<file path="src/rtl/spi_frame_fifo.sv">
// SPI frame FIFO: edge-detected word capture, paced one-word-per-pulse drain to the middleware.
// Optional feature: define FIFO_OVERFLOW_CNT_EN to add the saturating 8-bit OVF_COUNT output.
module spi_frame_fifo #(
  parameter int BITWIDTH   = 24,
  parameter int DEPTH      = 8,
  parameter int GAP_CYCLES = 4
) (
  input  logic                      CLK_SYS,
  input  logic                      RSTN,
  input  logic [BITWIDTH-1:0]       DIN,
  input  logic                      DIN_RDY,
  output logic [BITWIDTH-1:0]       DOUT,
  output logic                      DOUT_RDY,
  output logic [$clog2(DEPTH):0]    LEVEL,
  output logic                      EMPTY,
  output logic                      FULL,
  output logic                      OVERFLOW
`ifdef FIFO_OVERFLOW_CNT_EN
  ,
  output logic [7:0]                OVF_COUNT
`endif
);

  localparam int AW = $clog2(DEPTH);
  localparam int LW = AW + 1;
  localparam int GW = (GAP_CYCLES > 1) ? $clog2(GAP_CYCLES) : 1;

  localparam logic [1:0] ST_IDLE    = 2'd0;
  localparam logic [1:0] ST_PRESENT = 2'd1;
  localparam logic [1:0] ST_GAP     = 2'd2;

  logic [BITWIDTH-1:0] mem [DEPTH];

  logic                din_rdy_q;
  logic [AW-1:0]       wr_ptr_q, wr_ptr_d;
  logic [AW-1:0]       rd_ptr_q, rd_ptr_d;
  logic [LW-1:0]       level_q, level_d;
  logic                empty_q, empty_d;
  logic                full_q, full_d;
  logic                ovf_q, ovf_d;
  logic [1:0]          state_q, state_d;
  logic [GW-1:0]       gap_cnt_q, gap_cnt_d;
  logic [BITWIDTH-1:0] dout_q, dout_d;

  logic wr_event, pop, wr_accept, wr_drop;

  always_comb begin
    wr_event  = DIN_RDY & ~din_rdy_q;
    pop       = (state_q == ST_PRESENT);
    // A full FIFO can still take a word when the PRESENT pop frees the slot that same cycle.
    wr_accept = wr_event & (~full_q | pop);
    wr_drop   = wr_event & full_q & ~pop;

    level_d = level_q;
    if (wr_accept && !pop) begin
      level_d = level_q + LW'(1);
    end else if (!wr_accept && pop) begin
      level_d = level_q - LW'(1);
    end
    empty_d  = (level_d == '0);
    full_d   = (level_d == LW'(DEPTH));
    wr_ptr_d = wr_accept ? wr_ptr_q + AW'(1) : wr_ptr_q;
    rd_ptr_d = pop ? rd_ptr_q + AW'(1) : rd_ptr_q;
    ovf_d    = ovf_q | wr_drop;
  end

  always_comb begin
    state_d   = state_q;
    gap_cnt_d = gap_cnt_q;
    dout_d    = dout_q;
    case (state_q)
      ST_IDLE: begin
        // Load the output word on the way into PRESENT so the slot may be rewritten during the pop.
        if (!empty_q) begin
          state_d = ST_PRESENT;
          dout_d  = mem[rd_ptr_q];
        end
      end
      ST_PRESENT: begin
        state_d   = ST_GAP;
        gap_cnt_d = '0;
      end
      ST_GAP: begin
        if (gap_cnt_q == GW'(GAP_CYCLES - 1)) begin
          state_d = ST_IDLE;
        end else begin
          gap_cnt_d = gap_cnt_q + GW'(1);
        end
      end
      default: state_d = ST_IDLE;
    endcase
  end

  always_ff @(posedge CLK_SYS or negedge RSTN) begin
    if (!RSTN) begin
      din_rdy_q <= 1'b0;
      wr_ptr_q  <= '0;
      rd_ptr_q  <= '0;
      level_q   <= '0;
      empty_q   <= 1'b1;
      full_q    <= 1'b0;
      ovf_q     <= 1'b0;
      state_q   <= ST_IDLE;
      gap_cnt_q <= '0;
      dout_q    <= '0;
    end else begin
      din_rdy_q <= DIN_RDY;
      wr_ptr_q  <= wr_ptr_d;
      rd_ptr_q  <= rd_ptr_d;
      level_q   <= level_d;
      empty_q   <= empty_d;
      full_q    <= full_d;
      ovf_q     <= ovf_d;
      state_q   <= state_d;
      gap_cnt_q <= gap_cnt_d;
      dout_q    <= dout_d;
    end
  end

  always_ff @(posedge CLK_SYS) begin
    if (wr_accept) begin
      mem[wr_ptr_q] <= DIN;
    end
  end

`ifdef FIFO_OVERFLOW_CNT_EN
  logic [7:0] ovf_cnt_q, ovf_cnt_d;

  always_comb begin
    ovf_cnt_d = ovf_cnt_q;
    if (wr_drop && ovf_cnt_q != 8'hFF) begin
      ovf_cnt_d = ovf_cnt_q + 8'd1;
    end
  end

  always_ff @(posedge CLK_SYS or negedge RSTN) begin
    if (!RSTN) begin
      ovf_cnt_q <= '0;
    end else begin
      ovf_cnt_q <= ovf_cnt_d;
    end
  end

  assign OVF_COUNT = ovf_cnt_q;
`endif

  assign DOUT     = dout_q;
  assign DOUT_RDY = (state_q == ST_PRESENT);
  assign LEVEL    = level_q;
  assign EMPTY    = empty_q;
  assign FULL     = full_q;
  assign OVERFLOW = ovf_q;

endmodule

</file>
<file path="config.mk">
export PLATFORM = sky130hd
export DESIGN_NAME = spi_frame_fifo
export DESIGN_NICKNAME = d
export VERILOG_FILES = /design/src/rtl/spi_frame_fifo.sv
export SDC_FILE = /design/constraint.sdc
export NUM_CORES = 1
export LEC_CHECK = 0
export ABC_AREA = 1
export BUFFER_PORTS_ARGS = -buffer_cell sky130_fd_sc_hd__buf_2
export CORE_MARGIN = 10
export CORE_UTILIZATION = 45
export DETAILED_ROUTE_END_ITERATION = 10
export GPL_TIMING_DRIVEN = 1
export SLEW_MARGIN = 10
export SYNTH_ARGS = -nofsm -noshare
export SYNTH_HDL_FRONTEND = slang
export SYNTH_SLANG_ARGS = --single-unit
</file>
<file path="constraint.sdc">
create_clock -name CLK_SYS -period 6.9 [get_ports CLK_SYS]
set_input_delay 1.035 -clock CLK_SYS [delete_from_list [all_inputs] [get_ports CLK_SYS]]
set_output_delay 1.035 -clock CLK_SYS [all_outputs]
set_load 0.02 [all_outputs]
</file>
==> flow_summary.html <==
<table>
<tr><th>Metric</th><th>Value</th></tr>
<tr><th colspan="2">CTS</th></tr>
<tr><td>Clock tree from TritonCTS</td><td>done</td></tr>
<tr><td>Resized cells post-CTS</td><td>0</td></tr>
<tr><td>Num Clock Sinks</td><td>234</td></tr>
<tr><td>Clock transition time at the flip-flop clock pins of the worst setup and hold paths</td><td>0.06 ns</td></tr>
<tr><td>Total setup buffers inserted after CTS</td><td>0</td></tr>
<tr><td>Number of levels the H-tree was split into</td><td>1</td></tr>
<tr><td>Cell at the root of the clock tree</td><td>clkbuf_16</td></tr>
<tr><td>Clk_lat worst skew</td><td>0.51 ns</td></tr>
<tr><td>CTS hold repair buffers</td><td>0</td></tr>
<tr><td>Clock tree buffer depth</td><td>3</td></tr>
<tr><td>TritonCTS Buffers</td><td>24</td></tr>
<tr><th colspan="2">Synthesis</th></tr>
<tr><td>Warning count from the yosys run</td><td>0</td></tr>
<tr><td>Yosys reg bits</td><td>234</td></tr>
<tr><td>Distinct cell type count of the synthesized netlist</td><td>34</td></tr>
<tr><td>Post-synth net total</td><td>772</td></tr>
<tr><td>Mean instance size in the synthesized netlist</td><td>12.6 sq um</td></tr>
<tr><td>Dominant cell by count in the synthesized netlist</td><td>edfxtp_1</td></tr>
<tr><td>Leading cell types by total area after synthesis</td><td>edfxtp_1, dfrtp_1, nor2_1, o211ai_1, o21ai_0</td></tr>
<tr><td>Fraction of the yosys area taken by sequential cells</td><td>73.2%</td></tr>
<tr><td>Dominant register cell in the synthesized netlist</td><td>edfxtp_1</td></tr>
<tr><td>Leading post-synthesis cells by instance count</td><td>edfxtp_1, nor2_1, nand2_1</td></tr>
<tr><td>Number of instances in the synthesized netlist</td><td>740</td></tr>
<tr><td>Count of flip-flops with a built-in enable after synthesis</td><td>192</td></tr>
<tr><td>Share of Yosys cell area claimed by the top area cell type</td><td>61.9%</td></tr>
<tr><td>Cell accounting for the most synthesized area</td><td>edfxtp_1</td></tr>
<tr><td>Cell area after synthesis</td><td>9320 sq um</td></tr>
<tr><td>Asr flop ratio synth</td><td>17.9%</td></tr>
<tr><th colspan="2">STA</th></tr>
<tr><td>Final setup vio count</td><td>0</td></tr>
<tr><td>Number of max-slew violations in the final report</td><td>0</td></tr>
<tr><td>Slew margin rel.</td><td>29.5%</td></tr>
<tr><td>Tightest hold margin</td><td>0.470 ns</td></tr>
<tr><td>Unrepaired setup endpoints after global routing</td><td>false</td></tr>
<tr><td>Post-route fraction of the period consumed by the critical path</td><td>34.5%</td></tr>
<tr><td>Max Clock Freq</td><td>420 MHz</td></tr>
<tr><td>Number of hold violations in the final report</td><td>0</td></tr>
<tr><td>Worst Skew</td><td>0.0120 ns</td></tr>
<tr><td>Aggregate negative setup slack</td><td>0 ns</td></tr>
<tr><td>Final critical-path required period</td><td>2.38 ns</td></tr>
<tr><td>Slew at the pin with the worst max-slew slack</td><td>1.06 ns</td></tr>
<tr><th colspan="2">Drt</th></tr>
<tr><td>Violation count after the first detailed-routing iteration</td><td>396</td></tr>
<tr><td>DRC violation count after routing</td><td>0</td></tr>
<tr><td>Routed WL</td><td>19700 um</td></tr>
<tr><td>Average detailed-routed wire length per instance</td><td>18.2 um</td></tr>
<tr><td>Final ANT Viol Nets</td><td>0</td></tr>
<tr><td>Via density per instance</td><td>5.28</td></tr>
<tr><td>Detailed-routing iteration count for the pre-antenna-repair pass</td><td>4</td></tr>
<tr><td>Total vias in the final route</td><td>5712</td></tr>
<tr><th colspan="2">Worst setup path</th></tr>
<tr><td>R2R cell count</td><td>6</td></tr>
<tr><td>Reg-to-reg endpoint</td><td>DOUT[18]</td></tr>
<tr><td>Class of the most critical setup path</td><td>reg2out</td></tr>
<tr><td>CP required</td><td>5.86 ns</td></tr>
<tr><td>Slack of the worst reg-to-reg path</td><td>4.77 ns</td></tr>
<tr><td>RR Startpoint</td><td>state_q[0]</td></tr>
<tr><td>Arrival time at the worst endpoint</td><td>1.35 ns</td></tr>
<tr><td>Capturing element type of the critical path</td><td>output port</td></tr>
<tr><td>Type of element launching the critical path</td><td>flop</td></tr>
<tr><td>Highest net fanout along the worst path</td><td>5</td></tr>
<tr><th colspan="2">Hold path</th></tr>
<tr><td>Worst hold endpoint</td><td>DOUT[1]</td></tr>
<tr><td>Number of cells traversed by the worst hold path</td><td>2</td></tr>
<tr><td>Launch instance of the worst min-delay path</td><td>DOUT[1]</td></tr>
<tr><td>Min-Delay Path Class</td><td>reg2reg</td></tr>
<tr><th colspan="2">Placement</th></tr>
<tr><td>Port bufs</td><td>58</td></tr>
<tr><td>GPL Wtd Cong</td><td>0.758</td></tr>
<tr><td>Dpl hpwl</td><td>10800 um</td></tr>
<tr><th colspan="2">Die</th></tr>
<tr><td>Number of rows in the core area</td><td>52</td></tr>
<tr><td>Starting Density</td><td>45.9%</td></tr>
<tr><td>Number of top-level design ports</td><td>59</td></tr>
<tr><td>DIE HEIGHT</td><td>164 um</td></tr>
<tr><td>Std-Cell Core Area</td><td>20300 sq um</td></tr>
<tr><td>DIE AREA</td><td>26900 sq um</td></tr>
<tr><td>Die boundary width</td><td>164 um</td></tr>
<tr><th colspan="2">Global routing</th></tr>
<tr><td>Initial antenna violation count</td><td>1</td></tr>
<tr><td>Global-route wire length before repair</td><td>31400 um</td></tr>
<tr><td>GRT Total Usage</td><td>14.6%</td></tr>
<tr><td>Overflow left after global routing</td><td>0</td></tr>
<tr><td>Maximum number of pins on one net before global-route repair</td><td>99</td></tr>
<tr><td>Via count of the first global-routing pass</td><td>5856</td></tr>
<tr><th colspan="2">Status</th></tr>
<tr><td>Run status</td><td>finished clean</td></tr>
<tr><th colspan="2">Power</th></tr>
<tr><td>Pwr/cell area</td><td>432 nW/um^2</td></tr>
<tr><td>Maximum resistive drop on vdd</td><td>300 uV</td></tr>
<tr><td>Leak pwr</td><td>3.85 nW</td></tr>
<tr><th colspan="2">Final layout</th></tr>
<tr><td>Share of cells above drive strength 1</td><td>15.8%</td></tr>
<tr><td>Antenna cell count</td><td>0</td></tr>
<tr><td>Area Growth Syn to Fin</td><td>13.2%</td></tr>
<tr><td>Post-layout nets</td><td>825</td></tr>
<tr><th colspan="2">Job</th></tr>
<tr><td>MaxCap Viol Count</td><td>0</td></tr>
</table>
[cells in the final DEF (no fill, tap or decap), drive strengths merged]
master	synthesis	routed
dfstp	1	1
o211ai	48	48
inv	19	20
nand2	86	86
bufinv	0	2
clkinvlp	0	1
clkbuf	11	32
nand4	1	1
dfrtp	41	41
clkinv	1	9
a21oi	1	1
xor2	4	4
xnor2	1	1
ha	5	5
or2	1	1
o21bai	1	1
a22o	1	1
nor3	1	1
edfxtp	192	192
o21ai	97	97
nand3	33	33
buf	31	69
nor2	164	164
[power breakdown]
group          leakage (nW)  switching, mW  internal, mW
clock network         0.380          0.509         0.751
registers              2.24         0.0960          1.74
logic                  1.22           1.03         0.438
total                  3.85           1.63          2.93
[sequential cells by signal (all words and copies together) (netlist names)]
register and cells:
DOUT 24, EMPTY 1, FULL 1, LEVEL 4, OVERFLOW 1, din_rdy_q 1
gap_cnt_q 2, mem 192, rd_ptr_q 3, state_q 2, wr_ptr_q 3
[metal layers]
metal	GRT usage [%]	wire, um	vias up
li1	-	-	2734
met1	18.9	8730	2819
met2	24.9	9640	132
met3	2.50	997	25
met4	3.90	280	2
met5	0	9	-
[kinds of logic after synthesis]
| kind of cell | share of synthesized area [%] |
|---|---|
| AO/OA/AOI/OAI | 9.31 |
| XOR/XNOR | 0.470 |
| adder cells (fa/ha/maj) | 0.671 |
| buffers and inverters | 3.84 |
| flip-flops | 73.2 |
| AND/OR/NAND/NOR | 12.5 |
[metrics by stage]
stage / power, mW / std cells / setup slack, ns / area (sq um) / utilization (%)
after floorplan: 2.98 / 740 / 3.81 / 9320 / -
after global placement: 3.28 / 1037 / 4.22 / 9770 / 48.1
after detailed placement: 3.34 / 1037 / 4.15 / 9770 / 48.1
after CTS: 4.61 / 1081 / 4.49 / 10600 / 52.0
after global routing: 4.86 / 1081 / 4.42 / 10600 / 52.0
final: 4.56 / 1081 / 4.52 / 10600 / 52.0
[critical path, cell delays in order, from the launching register on]
cell	delay, ns
dfrtp_1	0.44
inv_2	0.06
nor2_4	0.15
buf_2	0.19
[cell type report]
type / count / area (sq um)
fill: 1736 / 9750
sequential: 234 / 6820
multi-input combinational: 444 / 2160
clock buffer: 32 / 662
timing repair buffer: 69 / 373
tap: 270 / 338
clock inverter: 12 / 116
inverter: 20 / 78.8
[worst max path at each step]
stage,start,cells past startpoint,slack [ns],end
final,state_q[0],3,4.52,DOUT_RDY
after global routing,state_q[0],3,4.42,DOUT_RDY
after CTS,state_q[0],3,4.49,DOUT_RDY
after detailed placement,DIN_RDY,7,4.15,mem[6][9]
after global placement,DIN_RDY,7,4.22,mem[6][13]
after floorplan,DIN_RDY,5,3.81,mem[0][0]
Note: power is estimated with default switching activity, not from simulation.
